<file path="src/rtl/mult_pkg.sv">
// Shared types and default sizing for the multiply-block sequencer.
package mult_pkg;
    typedef enum logic [2:0] {
        IDLE,
        LOAD,
        WAIT_FULL,
        ISSUE,
        READ,
        DONE
    } seq_state_t;

    localparam int DEF_LOGDEPTH = 6;
    localparam int DEF_DEPTH    = 2 ** DEF_LOGDEPTH;
endpackage

</file>
<file path="src/rtl/mult_seq_timer.sv">
// Idle-cycle watchdog: clears on clr, counts on en, flags the cycle whose
// increment would reach TIMEOUT.
module mult_seq_timer #(
    parameter int TIMEOUT = 256
) (
    input  logic clk,
    input  logic rst,
    input  logic clr,
    input  logic en,
    output logic expired
);
    localparam int TW = $clog2(TIMEOUT + 1);

    logic [TW-1:0] cnt_q, cnt_d;

    always_comb begin
        cnt_d = cnt_q;
        if (clr) begin
            cnt_d = '0;
        end else if (en) begin
            cnt_d = cnt_q + TW'(1);
        end
    end

    always_ff @(posedge clk) begin
        if (rst) begin
            cnt_q <= '0;
        end else begin
            cnt_q <= cnt_d;
        end
    end

    assign expired = en && !clr && (cnt_q == TW'(TIMEOUT - 1));
endmodule

</file>
<file path="src/rtl/mult_block_sequencer.sv">
// Runs one load / wait-full / block-read transaction against the multiplier
// and forwards the product stream to the host with one cycle of latency.
module mult_block_sequencer
    import mult_pkg::*;
#(
    parameter int LOGDEPTH = DEF_LOGDEPTH,
    parameter int WIDTH    = 32,
    parameter int OPW      = 16,
    parameter int TIMEOUT  = 256
) (
    input  logic             clk,
    input  logic             rst,
    input  logic             start,
    input  logic             abort,
    input  logic             op_valid,
    output logic             op_ready,
    input  logic [OPW-1:0]   op_a,
    input  logic [OPW-1:0]   op_b,
    output logic             EN_mult,
    input  logic             RDY_mult,
    output logic [OPW-1:0]   mult_input0,
    output logic [OPW-1:0]   mult_input1,
    output logic             EN_blockRead,
    input  logic             VALID_memVal,
    input  logic [WIDTH-1:0] memVal_data,
    output logic             res_valid,
    output logic [WIDTH-1:0] res_data,
    output logic             res_last,
    output logic             busy,
    output logic             done,
    output logic             err
);
    localparam int CW = LOGDEPTH + 1;
    localparam logic [CW-1:0] DEPTH_C = CW'(2 ** LOGDEPTH);
    localparam logic [CW-1:0] LAST_C  = CW'(2 ** LOGDEPTH - 1);

    seq_state_t       state_q, state_d;
    logic [CW-1:0]    load_cnt_q, load_cnt_d;
    logic [CW-1:0]    beat_cnt_q, beat_cnt_d;
    logic             res_valid_q, res_valid_d;
    logic             res_last_q, res_last_d;
    logic [WIDTH-1:0] res_data_q, res_data_d;
    logic             blk_q, blk_d;
    logic             done_q, done_d;
    logic             err_q, err_d;
    logic             tmr_inc, tmr_clr, tmr_exp;

    assign mult_input0 = op_a;
    assign mult_input1 = op_b;
    assign op_ready    = (state_q == LOAD) && RDY_mult && (load_cnt_q < DEPTH_C);
    assign EN_mult     = op_valid && op_ready;

    // The watchdog only runs while waiting on the multiplier; any beat re-arms it.
    assign tmr_inc = (state_q == WAIT_FULL) || ((state_q == READ) && !VALID_memVal);
    assign tmr_clr = abort || !tmr_inc;

    mult_seq_timer #(.TIMEOUT(TIMEOUT)) u_timer (
        .clk     (clk),
        .rst     (rst),
        .clr     (tmr_clr),
        .en      (tmr_inc),
        .expired (tmr_exp)
    );

    always_comb begin
        state_d     = state_q;
        load_cnt_d  = load_cnt_q;
        beat_cnt_d  = beat_cnt_q;
        res_valid_d = 1'b0;
        res_last_d  = 1'b0;
        res_data_d  = res_data_q;
        err_d       = err_q;
        case (state_q)
            IDLE: if (start) begin
                state_d    = LOAD;
                load_cnt_d = '0;
                err_d      = 1'b0;
            end
            LOAD: if (EN_mult) begin
                load_cnt_d = load_cnt_q + CW'(1);
                if (load_cnt_q == LAST_C) state_d = WAIT_FULL;
            end
            WAIT_FULL: begin
                if (tmr_exp) begin
                    err_d   = 1'b1;
                    state_d = IDLE;
                end else if (!RDY_mult) begin
                    state_d = ISSUE;
                end
            end
            ISSUE: begin
                state_d    = READ;
                beat_cnt_d = '0;
            end
            READ: begin
                if (VALID_memVal) begin
                    res_valid_d = 1'b1;
                    res_data_d  = memVal_data;
                    res_last_d  = (beat_cnt_q == LAST_C);
                    beat_cnt_d  = beat_cnt_q + CW'(1);
                    if (beat_cnt_q == LAST_C) state_d = DONE;
                end else if (tmr_exp) begin
                    err_d   = 1'b1;
                    state_d = IDLE;
                end
            end
            DONE:    state_d = IDLE;
            default: state_d = IDLE;
        endcase
        // Stray read beats are dropped but remembered as a protocol error.
        if (VALID_memVal && (state_q != READ)) err_d = 1'b1;
        if (abort) begin
            state_d     = IDLE;
            load_cnt_d  = '0;
            beat_cnt_d  = '0;
            res_valid_d = 1'b0;
            res_last_d  = 1'b0;
            err_d       = err_q;
        end
        blk_d  = (state_d == ISSUE);
        done_d = (state_d == DONE);
    end

    always_ff @(posedge clk) begin
        if (rst) begin
            state_q     <= IDLE;
            load_cnt_q  <= '0;
            beat_cnt_q  <= '0;
            res_valid_q <= 1'b0;
            res_last_q  <= 1'b0;
            res_data_q  <= '0;
            blk_q       <= 1'b0;
            done_q      <= 1'b0;
            err_q       <= 1'b0;
        end else begin
            state_q     <= state_d;
            load_cnt_q  <= load_cnt_d;
            beat_cnt_q  <= beat_cnt_d;
            res_valid_q <= res_valid_d;
            res_last_q  <= res_last_d;
            res_data_q  <= res_data_d;
            blk_q       <= blk_d;
            done_q      <= done_d;
            err_q       <= err_d;
        end
    end

    assign res_valid    = res_valid_q;
    assign res_last     = res_last_q;
    assign res_data     = res_data_q;
    assign EN_blockRead = blk_q;
    assign done         = done_q;
    assign err          = err_q;
    assign busy         = (state_q != IDLE);
endmodule

</file>
<file path="config.mk">
export PLATFORM = sky130hd
export DESIGN_NAME = mult_block_sequencer
export DESIGN_NICKNAME = d
export VERILOG_FILES = /design/src/rtl/mult_pkg.sv /design/src/rtl/mult_seq_timer.sv /design/src/rtl/mult_block_sequencer.sv
export SDC_FILE = /design/constraint.sdc
export NUM_CORES = 1
export LEC_CHECK = 0
export CAP_MARGIN = 30
export CORE_MARGIN = 3
export CORE_UTILIZATION = 43
export DETAILED_ROUTE_END_ITERATION = 12
export PLACE_DENSITY = 0.95
export SETUP_SLACK_MARGIN = 0.4
export SLEW_MARGIN = 20
export SYNTH_ARGS = -nofsm -noshare
export SYNTH_HDL_FRONTEND = slang
export SYNTH_SLANG_ARGS = --single-unit
</file>
<file path="constraint.sdc">
create_clock -name clk -period 5.49 [get_ports clk]
set_clock_uncertainty 0.15 [all_clocks]
set_input_delay 0.8235 -clock clk [delete_from_list [all_inputs] [get_ports clk]]
set_output_delay 0.8235 -clock clk [all_outputs]
set_load 0.02 [all_outputs]
</file>
==> impl_metrics.env <==
export IMPL_status="finished clean"
export IMPL_cts_setup_buffers=0
export IMPL_final_cell_mix="78 x clkdlybuf4s50_1, 76 x nand2_1, 63 x dfxtp_1"
export IMPL_first_iter_violations=185
export IMPL_clk_latency_ps=340
export IMPL_required_ps=4520
export IMPL_dp_slack_ps=2140
export IMPL_cp_common_cell="clkdlybuf4s50_1"
export IMPL_ys_types=47
export IMPL_synth_seq_cells=63
export IMPL_finalHoldViolCount=0
export IMPL_synth_nets=414
export IMPL_yosysWarnings=0
export IMPL_grt_max_degree=37
export IMPL_io_pins=143
export IMPL_grt_pass1_wl_um=10200
export IMPL_via_count=2334
export IMPL_place_gp_congestion=0.850
export IMPL_die_w_um=87.0
export IMPL_clock_sinks=63
export IMPL_max_cap_viol_count=0
export IMPL_htree_num_levels=3
export IMPL_drc=0
export IMPL_syn_inst=339
export IMPL_arrival_ps=2380
export IMPL_place_area_um2=3400
export IMPL_num_rows=28
export IMPL_critical_path_slowest_cell="clkdlybuf4s50_1"
export IMPL_drive_gt1_frac=0.0696
export IMPL_fillCellCount=499
export IMPL_io_buffers=78
export IMPL_nets=458
export IMPL_cts_path_max_buffers=2
export IMPL_fin_setup_tns_ps=0
export IMPL_finalCritPeriodShare=0.611
export IMPL_finalCriticalPeriod_ps=3360
export IMPL_finalSetupViolCount=0
export IMPL_n_antenna_cell=0
export IMPL_grt_setup_unrepaired="no"
export IMPL_final_area_um2=3640
export IMPL_cpPeakStageDelay_ps=600
export IMPL_grt_pass1_vias=2209
export IMPL_whs_ps=306
export IMPL_grt_usage=0.173
export IMPL_end_kind="output port"
export IMPL_syn_area_per_cell_um2=8.32
export IMPL_drtAntennaViolNets=0
export IMPL_p_per_area_nw_per_um2=276
export IMPL_tightest_slew_ps=516
export IMPL_vdd_drop_max_v=0.000299
export IMPL_die_y_um=87.0
export IMPL_crit_path_start_kind="input pin"
export IMPL_area_delta_synth_final_pct=29.3
export IMPL_power_mw=1.01
export IMPL_dp_hpwl_um=4450
export IMPL_p_leak_nw=1.29
export IMPL_utilization=0.594
export IMPL_routed_wl_um=6230
export IMPL_min_path_type="reg -> reg"
export IMPL_grt_antenna_before_repair=0
export IMPL_finalWorstSetupSlack_ps=2130
export IMPL_place_inst=447
export IMPL_layoutNonFillerInstCount=463
export IMPL_path_class="in -> out"
export IMPL_hold_buffers=0
export IMPL_clkTransAtPathRegs_ps=80
export IMPL_start_util=0.460
export IMPL_synth_top_flop_cell="dfxtp_1"
export IMPL_crit_chain="clkdlybuf4s50_1, nor2b_1, and3_4, clkdlybuf4s50_1"
export IMPL_dr_pass1_iters=4
export IMPL_overflow=0
export IMPL_avgViaCountPerCell=5.04
export IMPL_synth_edf_count=0
export IMPL_cts_resized=0
export IMPL_coreArea_um2=6130
export IMPL_cts_tree="built"
export IMPL_async_reset_ff_frac=0
export IMPL_slew_viol_final=0
export IMPL_root_buffer="clkbuf_8"
export IMPL_cts_buffers=9
export IMPL_layout_commonest_cell="clkdlybuf4s50_1"
export IMPL_synth_area_um2=2820
export IMPL_slew_headroom=0.653
export IMPL_yosysSeqAreaShare=0.447
export IMPL_die_area_um2=7560
export IMPL_wl_per_cell_um=13.5
export IMPL_max_freq_mhz=298
export IMPL_critPathMaxFanout=3
## Yosys cell counts, types with 2 or more instances
cell type | number | area share
and3_1 | 3 | 0.0067
dfxtp_1 | 63 | 0.45
buf_2 | 4 | 0.0071
nor3_1 | 3 | 0.0053
nor4_1 | 3 | 0.0067
a31oi_1 | 2 | 0.0044
xnor2_1 | 6 | 0.019
and4_1 | 2 | 0.0062
o21ai_0 | 2 | 0.0036
nand2b_1 | 2 | 0.0044
nand2_1 | 76 | 0.10
nand4_1 | 3 | 0.0067
nor2_1 | 31 | 0.041
ha_1 | 4 | 0.018
nor2b_1 | 3 | 0.0067
a21oi_1 | 38 | 0.067
mux2i_1 | 2 | 0.0071
clkbuf_1 | 10 | 0.013
xor2_1 | 9 | 0.028
nand3_1 | 4 | 0.0071
o211ai_1 | 2 | 0.0053
inv_1 | 10 | 0.013
buf_4 | 33 | 0.088
## final timing paths
path,from,end,slack [ps],cells past startpoint
max,RDY_mult,EN_mult,2130,4
min,res_data[19],res_data[19],310,2
max reg2reg,u_timer.cnt_q[0],state_q[0],3070,10
min reg2reg,res_data[19],res_data[19],310,2
## registers in the layout, indices dropped and copies added (netlist names)
| signal | cells |
|---|---|
| u_timer.cnt_q | 9 |
| err | 1 |
| res_valid | 1 |
| res_data | 32 |
| res_last | 1 |
| beat_cnt_q | 7 |
| load_cnt_q | 7 |
| state_q | 3 |
| EN_blockRead | 1 |
| done | 1 |
## cell families (layout without fill, tap and decap cells)
logic type,after synthesis,count (layout),share of synthesized area
AO/OA/AOI/OAI,54,54,0.117
XOR/XNOR,15,15,0.0466
adder cells (fa/ha/maj),4,4,0.0178
buffers and inverters,58,107,0.126
flip-flops,63,63,0.447
multiplexers,2,2,0.00710
AND/OR/NAND/NOR,143,143,0.238
## metal layers
metal	share of wire	track usage
met3	0.078	0.0842
met1	0.40	0.190
met2	0.49	0.282
met5	0	0
met4	0.030	0.0793
## worst max-delay path: cells and delay by family
| kind | cells | cell delay, ps |
|---|---|---|
| buf+inv | 2 | 1090 |
| simple gates | 2 | 470 |
## final cells by class
type | instances | area [µm²] | area share
Clock buffer | 9 | 124 | 0.0340
Clock inverter | 7 | 121 | 0.0333
Inverter | 10 | 37.5 | 0.0103
Multi-Input combinational cell | 218 | 1200 | 0.330
Sequential cell | 63 | 1260 | 0.346
Tap cell | 75 | 93.8 | 0.0257
Timing Repair Buffer | 81 | 803 | 0.220
## where the power goes
part	switching [mW]	internal, mW	leakage, nW
clock	0.186	0.303	0.123
sequential	0.00283	0.458	0.508
combinational	0.0234	0.0345	0.655
(Power assumes the default switching activity.)
